<file path="config.mk">
export PLATFORM = sky130hd
export DESIGN_NAME = pll_rst_seq
export DESIGN_NICKNAME = d
export VERILOG_FILES = /design/src/rtl/pll_seq_pkg.sv /design/src/rtl/pll_rst_seq_sync2.sv /design/src/rtl/pll_rst_seq.sv
export SDC_FILE = /design/constraint.sdc
export NUM_CORES = 1
export LEC_CHECK = 0
export ABC_AREA = 1
export BUFFER_PORTS_ARGS = -buffer_cell sky130_fd_sc_hd__buf_2
export CAP_MARGIN = 20
export CORE_MARGIN = 2
export CORE_UTILIZATION = 64
export CTS_BUF_LIST = sky130_fd_sc_hd__clkbuf_2
export CTS_CLUSTER_SIZE = 24
export DETAILED_ROUTE_END_ITERATION = 6
export PLACE_DENSITY = 0.88
export RECOVER_POWER = 50
export SLEW_MARGIN = 20
export SYNTH_ARGS = -nofsm -noshare
export SYNTH_HDL_FRONTEND = slang
export SYNTH_SLANG_ARGS = --single-unit
</file>
<file path="constraint.sdc">
create_clock -name CLK -period 3.2 [get_ports CLK]
set_input_delay 0 -clock CLK [delete_from_list [all_inputs] [get_ports CLK]]
set_output_delay 0 -clock CLK [all_outputs]
set_load 0.02 [all_outputs]
</file>
<file path="src/rtl/pll_seq_pkg.sv">
// Shared state encoding and default timing constants for the PLL reset sequencer.
package pll_seq_pkg;

  typedef enum logic [2:0] {
    ST_PLLRST    = 3'd0,
    ST_WAIT_LOCK = 3'd1,
    ST_STABLE    = 3'd2,
    ST_RUN       = 3'd3,
    ST_FAIL      = 3'd4
  } pll_state_e;

  localparam int unsigned DEF_RST_CYCLES    = 16;
  localparam int unsigned DEF_LOCK_TIMEOUT  = 65536;
  localparam int unsigned DEF_STABLE_CYCLES = 1024;
  localparam int unsigned DEF_MAX_RETRIES   = 3;

  // Largest of three cycle counts; sizes the shared sequencer counter.
  function automatic int unsigned max3(input int unsigned a, input int unsigned b,
                                       input int unsigned c);
    int unsigned m;
    m = a;
    if (b > m) m = b;
    if (c > m) m = c;
    return m;
  endfunction

endpackage

</file>
<file path="src/rtl/pll_rst_seq_sync2.sv">
// Two-flop synchronizer for a single asynchronous level into the CLK domain.
module sync2 (
  input  logic clk_i,
  input  logic rst_i,
  input  logic d_i,
  output logic q_o
);

  logic meta_q;
  logic sync_q;

  // Both stages clear on reset so a stale lock cannot leak through after RST.
  always_ff @(posedge clk_i) begin
    if (rst_i) begin
      meta_q <= 1'b0;
      sync_q <= 1'b0;
    end else begin
      meta_q <= d_i;
      sync_q <= meta_q;
    end
  end

  assign q_o = sync_q;

endmodule

</file>
<file path="src/rtl/pll_rst_seq.sv">
// PLL reset sequencer: pulses pll_rst, waits for a stable lock, then releases sys_rst.
//
//  state     | meaning
//  ----------+----------------------------------------------------------
//  PLLRST    | PLL held in reset for RST_CYCLES
//  WAIT_LOCK | PLL released, waiting for synchronized lock (with timeout)
//  STABLE    | lock must stay high for STABLE_CYCLES consecutive cycles
//  RUN       | sys_rst released; a lock drop re-sequences and counts a loss
//  FAIL      | too many timeouts; parked until restart or RST
module pll_rst_seq
  import pll_seq_pkg::*;
#(
  parameter int unsigned RST_CYCLES    = DEF_RST_CYCLES,
  parameter int unsigned LOCK_TIMEOUT  = DEF_LOCK_TIMEOUT,
  parameter int unsigned STABLE_CYCLES = DEF_STABLE_CYCLES,
  parameter int unsigned MAX_RETRIES   = DEF_MAX_RETRIES
) (
  input  logic       CLK,
  input  logic       RST,
  input  logic       pll_lock,
  input  logic       restart,
  output logic       pll_rst,
  output logic       sys_rst,
  output logic       running,
  output logic       fail,
  output logic [1:0] retry_cnt,
  output logic [7:0] lost_cnt,
  output logic [2:0] state
);

  localparam int unsigned CNT_MAX = max3(RST_CYCLES, LOCK_TIMEOUT, STABLE_CYCLES);
  localparam int          CNT_W   = (CNT_MAX > 1) ? $clog2(CNT_MAX) : 1;

  localparam logic [CNT_W-1:0] RST_LAST    = CNT_W'(RST_CYCLES - 1);
  localparam logic [CNT_W-1:0] TO_LAST     = CNT_W'(LOCK_TIMEOUT - 1);
  localparam logic [CNT_W-1:0] STABLE_LAST = CNT_W'(STABLE_CYCLES - 1);
  localparam logic [1:0]       RETRY_LAST  = 2'(MAX_RETRIES);

  logic lock_s;

  pll_state_e       state_q, state_d;
  logic [CNT_W-1:0] cnt_q, cnt_d;
  logic [1:0]       retry_q, retry_d;
  logic [7:0]       lost_q, lost_d;
  logic             pll_rst_q, sys_rst_q, running_q, fail_q;

  sync2 u_lock_sync (
    .clk_i (CLK),
    .rst_i (RST),
    .d_i   (pll_lock),
    .q_o   (lock_s)
  );

  // Next-state, counter and status-counter decisions; restart overrides everything.
  always_comb begin
    state_d = state_q;
    cnt_d   = cnt_q + 1'b1;
    retry_d = retry_q;
    lost_d  = lost_q;
    case (state_q)
      ST_PLLRST: begin
        if (cnt_q == RST_LAST) state_d = ST_WAIT_LOCK;
      end
      ST_WAIT_LOCK: begin
        if (lock_s) begin
          state_d = ST_STABLE;
        end else if (cnt_q == TO_LAST) begin
          if (retry_q == RETRY_LAST) begin
            state_d = ST_FAIL;
          end else begin
            retry_d = retry_q + 2'd1;
            state_d = ST_PLLRST;
          end
        end
      end
      ST_STABLE: begin
        if (!lock_s) begin
          state_d = ST_WAIT_LOCK;
        end else if (cnt_q == STABLE_LAST) begin
          state_d = ST_RUN;
          retry_d = 2'd0;
        end
      end
      ST_RUN: begin
        cnt_d = cnt_q;
        if (!lock_s) begin
          state_d = ST_PLLRST;
          if (lost_q != 8'hFF) lost_d = lost_q + 8'd1;
        end
      end
      ST_FAIL: begin
        cnt_d = cnt_q;
      end
      default: state_d = ST_PLLRST;
    endcase
    if (restart) begin
      state_d = ST_PLLRST;
      retry_d = 2'd0;
      lost_d  = lost_q;
    end
    if ((state_d != state_q) || restart) cnt_d = '0;
  end

  // State, counters and outputs all load on the same edge from next-state.
  always_ff @(posedge CLK) begin
    if (RST) begin
      state_q   <= ST_PLLRST;
      cnt_q     <= '0;
      retry_q   <= 2'd0;
      lost_q    <= 8'd0;
      pll_rst_q <= 1'b1;
      sys_rst_q <= 1'b1;
      running_q <= 1'b0;
      fail_q    <= 1'b0;
    end else begin
      state_q   <= state_d;
      cnt_q     <= cnt_d;
      retry_q   <= retry_d;
      lost_q    <= lost_d;
      pll_rst_q <= !((state_d == ST_WAIT_LOCK) || (state_d == ST_STABLE) ||
                     (state_d == ST_RUN));
      sys_rst_q <= (state_d != ST_RUN);
      running_q <= (state_d == ST_RUN);
      fail_q    <= (state_d == ST_FAIL);
    end
  end

  assign pll_rst   = pll_rst_q;
  assign sys_rst   = sys_rst_q;
  assign running   = running_q;
  assign fail      = fail_q;
  assign retry_cnt = retry_q;
  assign lost_cnt  = lost_q;
  assign state     = state_q;

endmodule

</file>
# [Word-level counts from Yosys, hierarchy flattened]
# Cells that the tools add are included.
[totals] input_bits=4 out_inout_bits=17 reg_bits=35 elab_cells=61
[op_classes] addsub=3 eq_ne=20 reduce_logical=11 n_bitwise=2 muxes=15
[ops] op="2-to-1 mux 3 bit" n=8
[ops] op="adder 16 x 1 -> 16 bit, second input constant" n=1
[ops] op="equality test 16 x 10 -> 1 bit, second input constant" n=1
[ops] op="equality test 16 bit, second input constant" n=1
[ops] op="equality test 16 x 4 -> 1 bit, second input constant" n=1
[ops] op="one-hot mux 3 bit (5 select lines)" n=1
[ops] op="equality test 3 x 2 -> 1 bit, second input constant" n=4
[ops] op="2-to-1 mux 2 bit" n=5
[ops] op="adder 8 x 1 -> 8 bit, second input constant" n=1
[ops] op="!= test 2 bit, second input constant" n=4
[ops] op="!= test 8 bit, second input constant" n=1
[ops] op="equality test 3 x 1 -> 1 bit, second input constant" n=2
[ops] op="equality test 3 bit, second input constant" n=2
[ops] op="AND reduction 6 bit" n=1
[ops] op="OR reduction 2 bit" n=3
[ops] op="one-hot mux 2 bit (2 select lines)" n=1
[ops] op="AND reduction 4 bit" n=1
[ops] op="zero test 3 bit" n=1
[ops] op="logical OR 1 bit" n=3
[ops] op="!= test 3 x 2 -> 1 bit, second input constant" n=1
[ops] op="!= test 3 bit" n=1
[ops] op="adder 2 x 1 -> 2 bit, second input constant" n=1
[ops] op="equality test 2 bit, second input constant" n=1
[ops] op="!= test 2 x 1 -> 1 bit, second input constant" n=1
[ops] op="3 further kinds" n=4

# [Logic depth before layout (Yosys ltp)]
[depth] word_depth=10 depth_mapped=12 mapped_depth_nobuf=11

# [By module]
# A second synthesis with hierarchy kept.
[unflattened] cells_unflattened=260 area_unflattened_um2=1834.3
[modules_own_cells] mod="pll_rst_seq" area_per_inst_um2=1779.2 cells_each=254 instances=1 seq_area_each_um2=660.6
[modules_own_cells] mod="sync2" area_per_inst_um2=55.1 cells_each=6 instances=1 seq_area_each_um2=40.0

# [Worst setup path after synthesis]
# No wires, ideal clock.
[synth_path] path_kind="reg-to-reg" start="register lost_q[1] (netlist: lost_cnt[1])" end="register lost_q[1] (netlist: lost_cnt[1])" setup_ns=0.116 t_required_ns=3.084 n_path_buf=0 period_less_slack_ns=1.725 arrival_time_ns=1.609 path_stages_with_launch=9 setup_slack_ns=1.475 cell_sequence="dfxtp_1 -> ha_1 -> inv_1 -> nor4_1 -> nand3_1 -> nand2_2 -> inv_1 -> nor2_1 -> nor2_1"
[synth_via] elab_chain_cells=2 word_cells_on_any_way=3 classes_between="1 x add/sub; 1 x eq/ne; 1 x reduce/logical"
[synth_rtl] item="start: declaration" line="pll_rst_seq.sv:44" text="logic [7:0] lost_q, lost_d;"
[synth_rtl] item="start signal: assignment" line="pll_rst_seq.sv:119" text="lost_q <= lost_d;"
[synth_rtl] item="branches (longest 2 deep; another with adder 8 x 1 -> 8 bit)"
# Parallel ways; which one is timed is not known.
# A chain may end at the register's enable or synchronous reset.

# [Final worst setup path]
[layout_path] start="register state_q[1] (netlist: state[1])" end="register cnt_q[3]"
[layout_via] elab_chain_cells=7 word_cells_on_any_way=17 classes_between="5 x eq/ne; 8 x mux; 4 x reduce/logical"
[layout_rtl] item="start: declaration" line="pll_rst_seq.sv:41" text="pll_state_e state_q, state_d;"
[layout_rtl] item="start signal: assignment" line="pll_rst_seq.sv:116" text="state_q <= state_d;"
[layout_rtl] item="2-to-1 mux 3 bit, on equally long branches" line="pll_rst_seq.sv:79, pll_rst_seq.sv:67"
[layout_rtl] item="2-to-1 mux 3 bit, on equally long branches" line="pll_rst_seq.sv:77, pll_rst_seq.sv:65"
[layout_rtl] item="one-hot mux 3 bit (5 select lines)" line="pll_rst_seq.sv:60" text="case (state_q)"
[layout_rtl] item="2-to-1 mux 3 bit" line="pll_rst_seq.sv:96" text="if (restart) begin"
[layout_rtl] item="!= test 3 bit" line="pll_rst_seq.sv:101" text="if ((state_d != state_q) || restart) cnt_d = '0;"
[layout_rtl] item="logical OR 1 bit" line="pll_rst_seq.sv:101"
[layout_rtl] item="OR reduction 2 bit (no source line)"
[layout_rtl] item="end signal: assignment" line="pll_rst_seq.sv:117" text="cnt_q <= cnt_d;"
[layout_rtl] item="end: declaration" line="pll_rst_seq.sv:42" text="logic [CNT_W-1:0] cnt_q, cnt_d;"
# Parallel ways exist; a longest one is shown, timed or not.

==> flow_metrics.tcl <==
set metrics [dict create \
    status "complete, no violations" \
    dieArea_um2 3190 \
    num_antenna_cells 0 \
    path_class "reg -> reg" \
    ys_ff_latch 35 \
    htree_levels 2 \
    synth-main-ff-cell "dfxtp_1" \
    die_h_um 56.4 \
    cellPowerDensity_nw_per_um2 347 \
    setup_viol 0 \
    crit_path_end_kind "register" \
    r2r_slack_ns 1.19 \
    synth.most_common_cell "nand2_1" \
    multi_input_area_um2 917 \
    yosys_warnings 0 \
    dp_slack_ns 1.36 \
    grt_max_degree 17 \
    grt_first_pass_wirelength_mm 5.93 \
    leakage_nw 0.778 \
    drive_above_1_share_pct 10.4 \
    drcViolationCount 0 \
    synth_seq_area_share_pct 39.8 \
    synth-edff-count 0 \
    p_total_mw 0.670 \
    wl_met2_mm 1.48 \
    post-route-period-util_pct 62.9 \
    antenna_found_initial 0 \
    crit_fanout 16 \
    grt.overflow.total 0 \
    max_stage_delay_ns 0.46 \
    path_cells "inv_1, nor3_1, nand2_2, nand2_1, inv_1, nand4_2, nand2_2, nand2_1, nand3_4, nor2_1" \
    firstDrtPassIters 4 \
    wl_met3_um 132 \
    avgSynthCellArea_um2 7.37 \
    syn_area_um2 1760 \
    routedWlPerCell_um 11.0 \
    cp.arrival_ns 2.33 \
    cts_buffer_depth 2 \
    syn-num-nets 246 \
    synth_cell_types 26 \
    start_kind "register" \
    cts_tree "yes" \
    ff_latch_area_um2 701 \
    vias 1533 \
    ctsResizeCount 0 \
    finalWirelength_mm 3.29 \
    wl_met1_mm 1.59 \
    finalCoreUtilization_pct 71.9 \
    cts.clk_slew.worst_paths_ns 0.17 \
    cp_num_buf_inv 2 \
    grt_usage_pct 24.0 \
    finalNetCount 275 \
    rsz0062_at_grt "no" \
    synth_common_cells "47 x nand2_1, 37 x nor2_1, 35 x dfxtp_1, 30 x inv_1, 16 x xor2_1" \
    start_util_pct 65.5 \
    setup_tns_ns 0 \
    top_layer "met4" \
    cts_setup_buffers 0 \
    critical-path-top-delay-family "simple AND/OR/NAND/NOR gates" \
    synth_top_area_share_pct 39.8 \
    slowest_stage "dfxtp_1" \
    worst_slack_ns 1.19 \
    syn_inst 239 \
    clock_latency_ns 0.38 \
    grt_pass1_vias 1435 \
    fmax_mhz 497 \
    drv_cap 0 \
    cts_num_sinks 35 \
    worst_pin_slew_ns 0.544 \
    period_minus_slack_ns 2.01 \
    slew_headroom_pct 63.8 \
    place_congestion 0.841 \
    drt-initial-drc-count 88 \
    area_growth_pct 9.67 \
    post_drt_via_cell_ratio 5.11 \
    ios 21 \
    async_reset_ff_share_pct 0 \
    fillers 227 \
    core_um2 2690 \
    ir_drop_mv 0.338 \
    dp_hpwl_mm 2.35 \
    root_buffer "clkbuf_2" \
    worstPathRequired_ns 3.52 \
    num_rows 19 \
    yosys.area.top_type "dfxtp_1" \
    ant_nets 0 \
    hold_violations 0 \
    holdWs_ns 0.403 \
    fin_skew_ns 0.0118 \
    hp-class "reg -> reg" \
    dieWidth_um 56.4 \
    slew_viol_final 0 \
    synthTopCellsByArea "dfxtp_1 40%, nand2_1 10%, xor2_1 8.0%" \
    portBuffers 20 \
    cts_buffers 5 \
]
==> kinds of logic (layout without fill, tap and decap cells) <==
logic type / after synthesis / count (layout) / synth area share (%)
and+or+nand+nor: 131 / 131 / 35.5
DFF: 35 / 35 / 39.8
buffers and inverters: 33 / 63 / 7.46
AOI/OAI and AO/OA: 17 / 17 / 5.19
adders and majority gates: 3 / 3 / 2.13
xor gates and xnor gates: 20 / 20 / 9.95
==> placed cells by master (no fill, tap or decap) <==
master	synthesis	layout
dlygate4sd3_1	0	4
nor2_4	2	2
nand3_1	15	15
nor4_1	1	2
ha_1	3	3
nand4_1	5	5
nand2_1	47	47
clkbuf_2	0	7
nor2_2	9	9
xor2_1	16	16
xnor2_1	4	4
dfxtp_1	35	35
inv_1	30	31
nor3_1	6	7
nand4_2	1	1
a31oi_1	1	1
nand2_2	4	4
o21ai_0	5	5
clkbuf_1	1	18
nor3_2	2	1
clkinv_2	0	1
o21ai_1	1	1
a21oi_1	8	8
nor2_1	37	37
a21boi_0	2	2
buf_2	0	2
nand3_4	1	1
==> power by group <==
| part | internal, mW | switching, mW | leakage, nW |
|---|---|---|---|
| clock network | 0.0596 | 0.145 | 0.0330 |
| logic | 0.00905 | 0.0150 | 0.463 |
| registers | 0.439 | 0.00230 | 0.283 |
| total | 0.507 | 0.163 | 0.778 |
==> metal layers <==
metal / global-route usage [%] / vias up
li1: - / 811
met1: 29.3 / 679
met2: 38.5 / 31
met3: 5.76 / 12
met4: 13.3 / 0
met5: 0 / -
==> cell type report <==
class	instances	share of cell area, %
clock buffers	7	1.81
clock inverters	1	0.259
inverters	31	6.03
multi-input cells	171	47.5
flip-flops and latches	35	36.3
well taps	31	2.01
repair buffers	24	6.09
==> state kept, by name, indices dropped and copies added, names as in the netlist <==
name	flops
retry_cnt	2
lost_cnt	8
fail	1
running	1
state	3
u_lock_sync.meta_q	1
u_lock_sync.q_o	1
cnt_q	16
sys_rst	1
pll_rst	1
==> worst reg2reg max path, stage by stage (launching register included) <==
cell and delay, ns:
dfxtp_1 0.46, inv_1 0.11, nor3_1 0.41, nand2_2 0.14, nand2_1 0.09, inv_1 0.05
nand4_2 0.11, nand2_2 0.07, nand2_1 0.10, nand3_4 0.24, nor2_1 0.18
==> path summary, 6_finish.rpt <==
| path | startpoint | to | depth (start not counted) |
|---|---|---|---|
| setup reg to reg | state[1] | cnt_q[3] | 10 |
| hold / removal | u_lock_sync.meta_q | u_lock_sync.q_o | 2 |
| setup / recovery | state[1] | cnt_q[3] | 10 |
| hold reg to reg | u_lock_sync.meta_q | u_lock_sync.q_o | 2 |
==> what timing repair did <==
item,4_1_cts,5_1_grt
endpoints found under the hold margin,16,0
setup endpoints to repair,0,0
hold buffers,4,0
==> per-stage QoR <==
| stage | area, um2 | cells |
|---|---|---|
| 2_1_floorplan | 1760 | 239 |
| 3_3_place_gp | 1880 | 288 |
| 3_5_place_dp | 1880 | 288 |
| 6_report | 1930 | 300 |
| 5_1_grt | 1930 | 300 |
| 4_1_cts | 1960 | 300 |
(Power assumes the default switching activity.)
